<file path="src/rtl/cby_pkg.sv">
// Shared types and elaboration-time helpers for the CBY connection block.
package cby_pkg;

    typedef enum logic [1:0] {
        IDLE  = 2'd0,
        LOAD  = 2'd1,
        READY = 2'd2
    } cby_state_e;

    function automatic int clog2(input int value);
        int res;
        res = 0;
        for (int k = 0; k < 31; k++) begin
            if ((1 << k) < value) res = k + 1;
        end
        return res;
    endfunction

    // Even mux inputs tap the bottom side, odd ones the top side of the same track.
    function automatic int track_idx(input int i, input int j, input int chan_w, input int tap_stride);
        return (i + (j / 2) * tap_stride) % chan_w;
    endfunction

endpackage

</file>
<file path="src/rtl/cby_ipin_mux.sv">
// One grid-pin input mux; drives 0 when disabled or when the select is out of range.
module cby_ipin_mux
    import cby_pkg::*;
#(
    parameter int MUX_SIZE = 6,
    localparam int SEL_W = clog2(MUX_SIZE)
) (
    input  logic [MUX_SIZE-1:0] in,
    input  logic [SEL_W-1:0]    sel,
    input  logic                en,
    output logic                out
);

    always_comb begin
        out = 1'b0;
        for (int k = 0; k < MUX_SIZE; k++) begin
            if (en && (sel == SEL_W'(k))) out = in[k];
        end
    end

endmodule

</file>
<file path="src/rtl/cby_chain_param.sv">
// Parametrised Y connection block with serial config chain and commit handshake.
// Define CBY_SHADOW_EN to keep the active configuration in a shadow register during reloads.
//
// state | meaning
// IDLE  | no bits shifted since last commit/reset
// LOAD  | partial load in progress
// READY | full word shifted, commit will be accepted
module cby_chain_param
    import cby_pkg::*;
#(
    parameter int CHAN_W     = 9,
    parameter int NUM_IPIN   = 4,
    parameter int MUX_SIZE   = 6,
    parameter int TAP_STRIDE = 4
) (
    input  logic                prog_clk,
    input  logic                prog_reset,
    input  logic                ccff_head,
    input  logic                ccff_en,
    input  logic                cfg_commit,
    output logic                ccff_tail,
    output logic                cfg_full,
    output logic                cfg_valid,
    output logic                cfg_err,
    input  logic [CHAN_W-1:0]   chany_bottom_in,
    input  logic [CHAN_W-1:0]   chany_top_in,
    output logic [CHAN_W-1:0]   chany_top_out,
    output logic [CHAN_W-1:0]   chany_bottom_out,
    output logic [NUM_IPIN-1:0] ipin_out
);

    localparam int SEL_W    = clog2(MUX_SIZE);
    localparam int CFG_BITS = NUM_IPIN * SEL_W;
    localparam int CNT_W    = clog2(CFG_BITS + 1);
    localparam logic [CNT_W-1:0] CNT_FULL = CNT_W'(CFG_BITS);

    cby_state_e          state_q, state_d;
    logic [CNT_W-1:0]    cnt_q, cnt_d;
    logic [CFG_BITS-1:0] sr_q;
    logic [CFG_BITS-1:0] cfg;
    logic                valid_q;
    logic                err_q;
    logic                shift_acc, commit_ok, commit_rej;

    assign chany_top_out    = chany_bottom_in;
    assign chany_bottom_out = chany_top_in;

    // A commit request always swallows a same-cycle shift.
    assign shift_acc  = ccff_en && !cfg_commit;
    assign commit_ok  = cfg_commit && (state_q == READY);
    assign commit_rej = cfg_commit && (state_q != READY);

    always_ff @(posedge prog_clk) begin
        if (prog_reset) begin
            state_q <= IDLE;
            cnt_q   <= '0;
        end else begin
            state_q <= state_d;
            cnt_q   <= cnt_d;
        end
    end

    always_comb begin
        state_d = state_q;
        cnt_d   = cnt_q;
        if (commit_ok) begin
            cnt_d = '0;
        end else if (shift_acc && (cnt_q != CNT_FULL)) begin
            cnt_d = cnt_q + CNT_W'(1);
        end
        case (state_q)
            IDLE, LOAD: begin
                if (shift_acc) state_d = (cnt_d == CNT_FULL) ? READY : LOAD;
            end
            READY: begin
                if (commit_ok) state_d = IDLE;
            end
            default: state_d = IDLE;
        endcase
    end

    always_ff @(posedge prog_clk) begin
        if (prog_reset) begin
            sr_q  <= '0;
            err_q <= 1'b0;
        end else begin
            if (shift_acc) sr_q <= {sr_q[CFG_BITS-2:0], ccff_head};
            err_q <= commit_rej;
        end
    end

`ifdef CBY_SHADOW_EN
    logic [CFG_BITS-1:0] shadow_q;

    always_ff @(posedge prog_clk) begin
        if (prog_reset) begin
            shadow_q <= '0;
            valid_q  <= 1'b0;
        end else if (commit_ok) begin
            shadow_q <= sr_q;
            valid_q  <= 1'b1;
        end
    end

    assign cfg = shadow_q;
`else
    // Muxes read the shift register directly, so any shift invalidates them.
    always_ff @(posedge prog_clk) begin
        if (prog_reset) begin
            valid_q <= 1'b0;
        end else if (commit_ok) begin
            valid_q <= 1'b1;
        end else if (shift_acc) begin
            valid_q <= 1'b0;
        end
    end

    assign cfg = sr_q;
`endif

    assign ccff_tail = sr_q[CFG_BITS-1];
    assign cfg_full  = (state_q == READY);
    assign cfg_valid = valid_q;
    assign cfg_err   = err_q;

    for (genvar i = 0; i < NUM_IPIN; i++) begin : g_ipin
        logic [MUX_SIZE-1:0] mux_in;
        for (genvar j = 0; j < MUX_SIZE; j++) begin : g_tap
            localparam int TRK = track_idx(i, j, CHAN_W, TAP_STRIDE);
            if (j % 2 == 0) begin : g_bot
                assign mux_in[j] = chany_bottom_in[TRK];
            end else begin : g_top
                assign mux_in[j] = chany_top_in[TRK];
            end
        end
        cby_ipin_mux #(.MUX_SIZE(MUX_SIZE)) u_mux (
            .in  (mux_in),
            .sel (cfg[i*SEL_W +: SEL_W]),
            .en  (valid_q),
            .out (ipin_out[i])
        );
    end

endmodule

</file>
<file path="config.mk">
export PLATFORM = sky130hd
export DESIGN_NAME = cby_chain_param
export DESIGN_NICKNAME = d
export VERILOG_FILES = /design/src/rtl/cby_pkg.sv /design/src/rtl/cby_ipin_mux.sv /design/src/rtl/cby_chain_param.sv
export SDC_FILE = /design/constraint.sdc
export NUM_CORES = 1
export LEC_CHECK = 0
export CAP_MARGIN = 40
export CORE_MARGIN = 8
export CORE_UTILIZATION = 40
export CTS_CLUSTER_SIZE = 24
export DETAILED_ROUTE_END_ITERATION = 8
export PLACE_DENSITY = 0.82
export SLEW_MARGIN = 20
export SYNTH_ARGS = -nofsm -noshare
export SYNTH_HDL_FRONTEND = slang
export SYNTH_SLANG_ARGS = --single-unit
</file>
<file path="constraint.sdc">
create_clock -name prog_clk -period 2.03 [get_ports prog_clk]
set_input_delay 0.3045 -clock prog_clk [delete_from_list [all_inputs] [get_ports prog_clk]]
set_output_delay 0.3045 -clock prog_clk [all_outputs]
set_load 0.05 [all_outputs]
</file>
After elaboration in Yosys (flattened, before gate mapping). Cells that the tools add are included.

Logic and storage cells: 102. Input bits: 23. Output and inout port bits: 26. Flip-flop bits (word level): 20.

Add/subtract/negate cells: 1. Reduce and logical (&&, ||, !) cells: 37. Muxes and demuxes: 32. Equality and inequality tests: 27.

Operator list (number): 1-bit logical AND (28); 1-bit two-way mux (26); 3-bit by 2-bit equality test with 1-bit output (second input constant) (8); 3-bit equality test (second input constant) (8); 3-bit by 1-bit equality test with 1-bit output (second input constant) (4); 3-bit zero test (4); 4-bit two-way mux (2); 2-bit two-way mux (3); 4-bit by 1-bit adder with 4-bit output (second input constant) (1); 4-bit equality test (second input constant) (1); 2-bit != test (second input constant) (2); 4-bit != test (second input constant) (1); 2-bit case mux with 2 select lines (1); 2-bit by 1-bit equality test with 1-bit output (second input constant) (1); 2-bit equality test (second input constant) (1); 2-bit zero test (1); 2-bit by 1-bit != test with 1-bit output (second input constant) (1); 2-bit AND reduction (1); 2-bit nonzero test (1); 2-bit OR reduction (1); 1-bit zero test (1).

Logic depth before layout (Yosys ltp).
Depth in word-level cells: 9. Depth in mapped cells: 6. Mapped depth without buffers: 6.

Cells and area by module. From an unflattened synthesis, not the netlist that was laid out.

Cells, all modules: 138. Area, all modules: 1188.6 um2.

By module, submodules not included: cby_chain_param (cells each 118, seq. area each 400.4 um2, instances 1, area an instance 973.4 um2); cby_ipin_mux (cells each 5, seq. area each 0.0 um2, instances 4, area an instance 53.8 um2).

Worst setup path after synthesis. Ideal clock, no wire load.

Path type: flip-flop to output port. Start: register sr_q[11] (netlist: cfg[11]). End: output port ipin_out[3]. Path slack: 348 ps. Cell stages (with the launch flop): 5. Required time: 1725 ps. Data arrival time: 1377 ps. Path buffers: 1. Cells stage by stage: dfxtp_1 mux4_2 mux2i_1 nor2b_1 buf_4.

Longest elaborated chain between the ends: 8. Elaborated cells on any way between the ends: 18. Those cells by class: eq/ne (5); mux (6); reduce/logical (7).

Ends and longest elaborated chain: start, declared (line cby_chain_param.sv:39) `logic [CFG_BITS-1:0] sr_q;`; start signal, assigned (line cby_chain_param.sv:87) `if (shift_acc) sr_q <= {sr_q[CFG_BITS-2:0], ccff_head};`; 3-bit zero test (line cby_ipin_mux.sv:17) `if (en && (sel == SEL_W'(k))) out = in[k];`; 1-bit logical AND (line cby_ipin_mux.sv:17); 1-bit two-way mux (5 in series) (line cby_ipin_mux.sv:17); 1-bit two-way mux (*) (line cby_ipin_mux.sv:17); end, declared (line cby_chain_param.sv:29) `output logic [NUM_IPIN-1:0] ipin_out`.

Every way passes the cells marked *; elsewhere a longest branch is shown, timed or not.

Worst setup path after layout.
Start: input port chany_bottom_in[0]. End: output port ipin_out[0].

Longest elaborated chain between the ends: 6.

Ends and longest elaborated chain: start, declared (line cby_chain_param.sv:25) `input logic [CHAN_W-1:0] chany_bottom_in,`; 1-bit two-way mux (6 in series) (line cby_ipin_mux.sv:17).

No other way between the ends.

==> results.cfg <==
[outcome]
status = finished, final reports clean

[logic_synthesis]
synthTopCellsByArea = dfxtp_1, buf_4, nand2_1
ys_seq_area_frac = 0.334
syn_inst = 141
synth_cell_types = 30
syn_avg_cell_area_um2 = 8.49
yosysWarnings = 0
synth_fp_nets = 166
ys_ff_latch = 20
mappedNetlistArea_mm2 = 0.00120
synth_largest_area_cell = dfxtp_1
synth_top_cell_area_share = 0.334

[sta]
fin_skew_ns = 0.0116
fmax_ghz = 0.509
fin_setup_tns_ns = 0
finalMaxSlewViolations = 0
period_minus_slack_ns = 1.97
fin_crit_sh = 0.968
final_hold_viol_count = 0
tightest_slew_ns = 0.514
rsz0062_at_grt = false
slew-limit-headroom = 0.656
timing.hold.ws_ns = 0.494
setup_viol = 0

[layout]
layout_common_cells = nand2_1, clkdlybuf4s50_1, buf_4, dfxtp_1, a21oi_1
final_common_cell = nand2_1
area_growth_pct = 38.0
fin_nets = 198
fin_cells = 205
diodes = 0
fin_util = 0.560
drive_above_1_share = 0.238

[worst_setup_path]
critPathBufInv = 2
slowest_delay_ns = 0.48
cp_max_fo = 3
worstPathCellList = clkdlybuf4s50_1, mux4_2, mux2i_1, nor2b_1, buf_4
crit_path_start_kind = input pin
worst-setup-path-type = in2out
slowest_stage = clkdlybuf4s50_1
cp.arrival_ns = 1.66
endpoint_kind = output port
critical-path-top-delay-family = buffers and inverters
crit_required_ns = 1.73

[global_route]
grt_antenna_before_repair = 0
grt_max_degree = 18
track_usage = 0.114
grt_pass1_wl_um = 4770
overflow = 0
grt_pass1_vias = 1065

[detailed_routing]
first_pass_iters = 5
drtIter0Drc = 20
route.antenna.remaining_nets = 0
wl_um = 2820
vias_per_cell = 5.13
drt-wirelength-per-cell_um = 13.8
remaining_drc_errors = 0
vias = 1051

[pwr]
power_density_mw_per_mm2 = 579
power_mw = 0.958
p_leak_nw = 0.649
peakVddDrop_mv = 0.693

[clocking]
h-tree-depth = 1
cts_hold_buffers = 0
clock-root-buffer = clkbuf_4
cts.sinks = 20
cts-resized-gates = 0
clkLatencyLatePin_ns = 0.30
path_clk_slew_ns = 0.11
cts_buffers = 3
post_cts_buffers = 0
cts_tree = yes
cts_buffer_depth = 2

[placement]
numPlacedInstances = 201
io_buffers = 48
gp_congestion = 0.688
dp_hpwl_um = 2390

[floorplan]
die_y_um = 70.7
core_region_area_mm2 = 0.00295
row_count = 20
die_w_um = 70.7
ios = 49
die_area_mm2 = 0.00500
start_util = 0.406

[run]
cap_violations = 0

[min_path]
hp-class = reg2reg
-- synthesized netlist by cell type --
library cell / count
a21oi_1: 13
mux4_2: 4
a21o_1: 1
a21boi_2: 1
buf_6: 1
ha_1: 2
o31a_1: 1
nor2b_1: 5
nor2b_2: 1
o22ai_1: 1
inv_1: 2
nor2_1: 11
xor2_1: 2
dfxtp_1: 20
buf_1: 1
nor3b_1: 1
nand2b_1: 2
clkbuf_1: 3
nand3_1: 4
buf_4: 22
and3_1: 1
a22oi_1: 1
nand2_1: 26
xnor2_1: 1
and3b_1: 1
a311oi_1: 1
o21ai_1: 1
nor3_1: 1
or4_1: 1
mux2i_1: 9
-- worst paths after layout --
kind	from	endpoint	slack, ns	depth (start not counted)
worst max-delay path	chany_bottom_in[0]	ipin_out[0]	0.06	5
worst min-delay path	cfg[5]	cfg[6]	0.49	2
worst max register to register	cnt_q[0]	state_q[0]	0.24	5
worst min register to register	cfg[5]	cfg[6]	0.49	2
-- metrics by stage --
step / cell area [um2] / worst slack (ns)
4_1_cts: 1640 / 0.0252
5_1_grt: 1650 / 0.00313
3_3_place_gp: 1590 / 0.0889
2_1_floorplan: 1200 / 0.348
6_report: 1650 / 0.0641
3_5_place_dp: 1590 / 0.0270
-- routing by layer --
metal	vias up	wire length [um]	track usage
li1	518	-	-
met5	-	0	0
met3	4	233	0.0466
met4	0	27	0.0277
met2	41	1500	0.213
met1	488	1050	0.112
-- report_power, final --
group	total, mW	internal, mW	switching (mW)	leakage [nW]
sequential	0.404	0.397	0.00701	0.163
clock	0.316	0.200	0.117	0.0279
combinational	0.237	0.108	0.129	0.458
-- state kept, by name, indices dropped and copies added, names as in the netlist --
| register | cells |
|---|---|
| state_q | 2 |
| cnt_q | 4 |
| cfg_err | 1 |
| cfg_valid | 1 |
| cfg | 12 |
-- cells by family after synthesis --
group	after synthesis	share of synthesized area
mux	13	0.150
compound gates	20	0.100
fa+ha+maj	2	0.0209
flops	20	0.334
buf+inv	29	0.166
simple gates	54	0.206
xor+xnor	3	0.0219
-- area by class of cell --
class	instances	area, um2
multi-input cells	92	598
fillers	272	1300
repair buffers	54	548
clock buffers	3	22.5
inverters	2	7.51
well taps	33	41.3
clock inverters	1	30.0
flip-flops and latches	20	405
-- worst register-to-register path: cells and delay by family, from the launching register on --
family,cells,cell delay (ns)
flops,1,0.46
fa+ha+maj,1,0.32
compound gates,2,0.60
mux,1,0.16
buf+inv,1,0.13
Note: power is estimated with default switching activity, not from simulation.
==> edit 1, RTL diff (config.mk and constraints unchanged) <==
The option `CBY_SHADOW_EN` is turned on by a define.
--- a/src/rtl/cby_chain_param.sv
+++ b/src/rtl/cby_chain_param.sv
@@ -5,6 +5,8 @@
 // IDLE  | no bits shifted since last commit/reset
 // LOAD  | partial load in progress
 // READY | full word shifted, commit will be accepted
+`define CBY_SHADOW_EN
+
 module cby_chain_param
     import cby_pkg::*;
 #(
Formal check against the unedited RTL: same outputs for any inputs over 10 cycles, from zero or initial values and one cycle with prog_reset high; that may be too few to reach the edited logic, so the function may still have changed.
==> edit 1 against the original RTL <==
- synthesized cell count up 37%
- final cell count increased by 34%
- clock power grew 57%
- worst setup slack better by 0.013 ns
- power is 43% higher
- synthesized area grew 37%
- die area increased by 28%
- design area is 29% higher
- sequential power is 59% higher
- fmax is 0.67% higher
- routed wire length up 25%
- sequential cell count is 12 higher
- non-clock buffer count unchanged
==> edit 1: results (changes against the original RTL) <==
crit-path max FO -> 3 (unchanged)
Net Switching -> 358 µW (+42%)
share of layout cells above drive strength 1 -> 20.0% (-3.8 points)
Port-buffer cells -> 48 (unchanged)
GRT Total Usage -> 11.0% (-0.35 points)
DP Wirelength -> 2.68 mm (+12%)
RD Place Congestion -> 0.732 (+6.3%)
Hold Path Depth -> 2 (unchanged)
clk_skew -> 0.00409 ns (-0.00751 ns)
antenna violations before repair -> 0 (unchanged)
Worst-Margin Slew -> 0.505 ns (-0.00951 ns)
CTS Buffer Depth -> 2 (unchanged)
clock tree root buffer cell -> clkbuf_8
Post-synth top flop -> dfxtp_1
first-pass GRT wire length -> 5.60 mm (+17%)
Worst Reg-to-Reg Cells -> 6 (+1)
Worst-Skew Late Latency -> 0.28 ns (-0.02 ns)
Post-synth ARST share -> 0% (unchanged)
Crit-path slowest cell -> mux4_2
Setup Buffers After CTS -> 0 (unchanged)
Vias/cell -> 4.89 (-4.7%)
Commonest cells post-synth -> 50 x nand2_1, 32 x dfxtp_1, 27 x a21oi_1
Worst Path Arrival -> 1.65 ns
largest net degree at the start of global routing -> 19 (+1)
CP delay by family, top -> buffers and inverters
Synth Warn # -> 0 (unchanged)
# nets final -> 249 (+26%)
vias in the first global route -> 1,255 (+18%)
1st-iter DRT viols -> 83 (+320%)
total CTS buffers -> 5 (+2)
Synth area leaders -> dfxtp_1 39%, buf_4 11%, nand2_1 11%, a21oi_1 8.3%, mux2i_1 5.5%
ant diodes -> 0 (unchanged)
post-synthesis sequential area ratio -> 39.1% (+5.7 points)
Leakage -> 0.000786 µW (+21%)
worst vdd ir -> 0.369 mV (-47%)
post-synth cell types -> 31 (+3.3%)
Fillers -> 365 (+34%)
slowest stage delay, CP -> 0.48 ns (about the same)
drt first pass iters -> 4 (-1)
Net Count, Synth -> 218 (+31%)
outcome -> completed
post-DR wirelength/cell -> 12.8 µm (-6.6%)
min-delay worst type -> flop to flop
CTS H-tree lvls -> 2 (+1)
number of cells on the critical path -> 5 (unchanged)
placed instance area -> 0.00204 mm² (+28%)
Worst-path clk slew -> 0.06 ns (-0.05 ns)
pre-CTS setup slack -> 0.0205 ns (-0.00650 ns)
-- edit 1: path summary, 6_finish.rpt --
check | start | slack, ns | endpoint
min reg2reg | sr_q[0]$_SDFFE_PP0P_ | 0.47 | cfg[0]$_SDFFE_PP0P_
max reg2reg | cnt_q[0]$_SDFF_PP0_ | 0.48 | state_q[1]$_SDFFE_PP0P_
min | sr_q[0]$_SDFFE_PP0P_ | 0.47 | cfg[0]$_SDFFE_PP0P_
max | chany_top_in[1] | 0.08 | ipin_out[2]
-- edit 1: cell families after synthesis --
logic type | share of synthesized area [%]
buffers and inverters | 13.5
adder cells (fa/ha/maj) | 1.53
AND/OR/NAND/NOR | 20.9
AO/OA/AOI/OAI | 13.4
XOR/XNOR | 0.535
multiplexers | 11.0
flip-flops | 39.1
-- edit 1: through the flow --
step	cells	total power [µW]
floorplan	193	805
global placement	267	890
detailed placement	267	893
CTS	275	1400
global route	275	1440
finish	275	1370
-- edit 1: repair_timing --
action / CTS / global route
endpoints found under the hold margin: 0 / 0
resized for setup: 0 / 4
setup endpoints to repair: 0 / 3
-- edit 1: metal layers --
metal  track usage, %  vias to the layer above  part of all wire, %
li1                 -                      688                    -
met1             12.6                      605                   44
met4             4.91                        0                  1.4
met3             5.07                        6                  9.6
met5                0                        -                    0
met2             17.1                       45                   45
-- edit 1: area by class of cell --
class,count,area [µm²],area share [%]
clock buffer,8,90.1,4.22
inverter,3,11.3,0.527
multi-input combinational,128,776,36.3
sequential,32,641,30.0
tap,50,62.6,2.93
timing repair buffer,54,556,26.0
-- edit 1: power by group through the flow --
stage | clock [µW] | combinational (µW) | sequential (µW)
after CTS | 518 | 238 | 641
after floorplan | 0 | 148 | 657
after global routing | 552 | 248 | 641
final | 497 | 236 | 641
after detailed placement | 0 | 238 | 655
after global placement | 0 | 236 | 654
-- edit 1: worst reg2reg max path, cell delays in order (launching register included) --
cell and delay [ns]:
dfxtp_1 0.43, inv_1 0.07, ha_1 0.29, nand2b_1 0.12, o22ai_1 0.08, a31o_1 0.24
a32o_1 0.21
==> edit 2, RTL diff (config.mk and constraints unchanged) <==
Made on the original files. The output `cfg_err` loses its register stage (`err_q` becomes a continuous assignment).
--- a/src/rtl/cby_chain_param.sv
+++ b/src/rtl/cby_chain_param.sv
@@ -82,12 +82,12 @@
     always_ff @(posedge prog_clk) begin
         if (prog_reset) begin
             sr_q  <= '0;
-            err_q <= 1'b0;
         end else begin
             if (shift_acc) sr_q <= {sr_q[CFG_BITS-2:0], ccff_head};
-            err_q <= commit_rej;
         end
     end
+
+    assign err_q = commit_rej;
 
 `ifdef CBY_SHADOW_EN
     logic [CFG_BITS-1:0] shadow_q;
Function: changed (Yosys sat finds a counterexample within 4 cycles, from zero or initial values and one cycle with prog_reset high).
==> edit 2 against the original RTL <==
- design area is 4.2% lower
- synthesized area is 1.8% lower
- routed wire length is 0.78% higher
- critical path depth stayed put
- non-clock buffer count is 3 lower
- power is 16% lower
- clock power is 40% lower
- worst setup slack better by 0.035 ns
- sequential cell count is 1 lower
==> edit 2: results (changes against the original RTL) <==
Leakage -> 0.000637 µW (-1.8%)
Reg-to-Reg Start -> cnt_q[0]$_SDFF_PP0_
post-synth cell types -> 29 (-3.3%)
worst vdd ir -> 0.408 mV (-41%)
cell count after placement -> 195 (-3.0%)
post-synthesis adder-cell area fraction -> 2.13% (+0.038 points)
final WL -> 2.84 mm (+0.78%)
GRT Total Usage -> 11.3% (-0.022 points)
CTS H-tree lvls -> 1 (unchanged)
Worst Hold Endpoint -> cfg[3]$_SDFFE_PP0P_
post-synthesis compound-gate area fraction -> 10.2% (+0.18 points)
max reg flops -> 12 (unchanged)
Worst Reg-to-Reg Cells -> 5 (unchanged)
Post-synth ARST share -> 0% (unchanged)
largest net degree at the start of global routing -> 17 (-1)
Post-CTS Resized -> 0 (unchanged)
clock tree root buffer cell -> clkbuf_4
Port-buffer cells -> 48 (unchanged)
Setup Buffers After CTS -> 0 (unchanged)
antenna violations before repair -> 0 (unchanged)
vias in the first global route -> 1,059 (-0.56%)
Synth Warn # -> 0 (unchanged)
Vias -> 1,017 (-3.2%)
mux contribution to synthesized area -> 15.3% (+0.27 points)
Worst-path clk slew -> 0.11 ns (about the same)
Post-synth EDFFs -> 0 (unchanged)
Synth Area in XOR/XNOR -> 2.23% (+0.040 points)
worst hold start -> cfg[3]$_SDFFE_PP0P_
Net Count, Synth -> 165 (-0.60%)
Reg2Reg Setup Slack -> 0.35 ns (+0.11 ns)
RD Place Congestion -> 0.789 (+15%)
1st-iter DRT viols -> 42 (+110%)
DP Wirelength -> 2.35 mm (-1.3%)
crit-path max FO -> 3 (unchanged)
Hold Path Depth -> 2 (unchanged)
# nets final -> 194 (-2.0%)
Synth area leaders -> dfxtp_1 32%, buf_4 14%, nand2_1 8.3%, mux2i_1 7.7%, mux4_2 7.7%
Mapped Avg Cell Area -> 8.40 µm² (-1.1%)
outcome -> completed
worst reg2reg path endpoint -> state_q[0]$_SDFFE_PP0P_
clk_skew -> 0.000977 ns (-0.0106 ns)
Worst-Skew Late Latency -> 0.29 ns
CTS Buffer Depth -> 2 (unchanged)
first-pass GRT wire length -> 4.68 mm (-2.0%)
Worst-Margin Slew -> 0.532 ns (+0.0177 ns)
smallest hold slack -> 0.494 ns (-0.000211 ns)
pre-CTS setup slack -> 0.0275 ns (+0.000520 ns)
post-synthesis sequential area ratio -> 32.3% (-1.1 points)
drt first pass iters -> 4 (-1)
total CTS buffers -> 3 (unchanged)
Commonest cells post-synth -> 26 x nand2_1, 22 x buf_4, 19 x dfxtp_1
Final Setup Violations -> 0 (unchanged)
ant diodes -> 0 (unchanged)
share of layout cells above drive strength 1 -> 23.8% (-0.028 points)
Worst Path Arrival -> 1.63 ns (-0.03 ns)
post-DR wirelength/cell -> 14.3 µm (+3.8%)
-- edit 2: through the flow --
stage               area (µm²)  util (%)
finish                    1580      56.9
detailed placement        1540      55.4
global placement          1540      55.4
global route              1580      56.9
CTS                       1570      56.4
floorplan                 1180         -
-- edit 2: metal layers --
metal / part of all wire [%] / vias up / global-route usage (%)
li1: - / 509 / -
met1: 40 / 463 / 11.9
met2: 51 / 41 / 19.7
met3: 7.4 / 4 / 4.94
met4: 1.7 / 0 / 3.57
met5: 0 / - / 0
-- edit 2: layout make-up --
class	instances	area (µm²)
Fill cell	234	1200
Multi-Input combinational cell	92	597
Timing Repair Buffer	51	528
Sequential cell	19	384
Tap cell	31	38.8
Clock buffer	3	22.5
Inverter	2	7.51
Clock inverter	1	5.00
-- edit 2: power breakdown --
part	internal (µW)	switching (µW)	total, µW
clock network	73.3	117	190
logic	102	128	230
registers	378	6.47	384
-- edit 2: cell families (layout without fill, tap and decap cells) --
group	after synthesis	count (layout)
muxes	13	13
DFF	19	19
and+or+nand+nor	54	54
adders and majority gates	2	2
AOI/OAI and AO/OA	20	20
buffers and inverters	29	57
xor gates and xnor gates	3	3
-- edit 2: worst max path at each step --
stage | start | endpoint | slack, ns
after detailed placement | chany_top_in[1] | ipin_out[2] | 0.03
after CTS | chany_top_in[1] | ipin_out[2] | 0.03
after floorplan | state_q[1]$_SDFFE_PP0P_ | cfg_err | 0.09
after global routing | cfg[0]$_SDFFE_PP0P_ | ipin_out[0] | 0.002
final | chany_top_in[2] | ipin_out[2] | 0.1
after global placement | chany_top_in[1] | ipin_out[2] | 0.06
-- edit 2: worst max-delay path: stages --
cell,delay [ns]
clkdlybuf4s50_1,0.45
mux4_2,0.46
mux2i_1,0.15
nor2b_1,0.07
buf_4,0.19
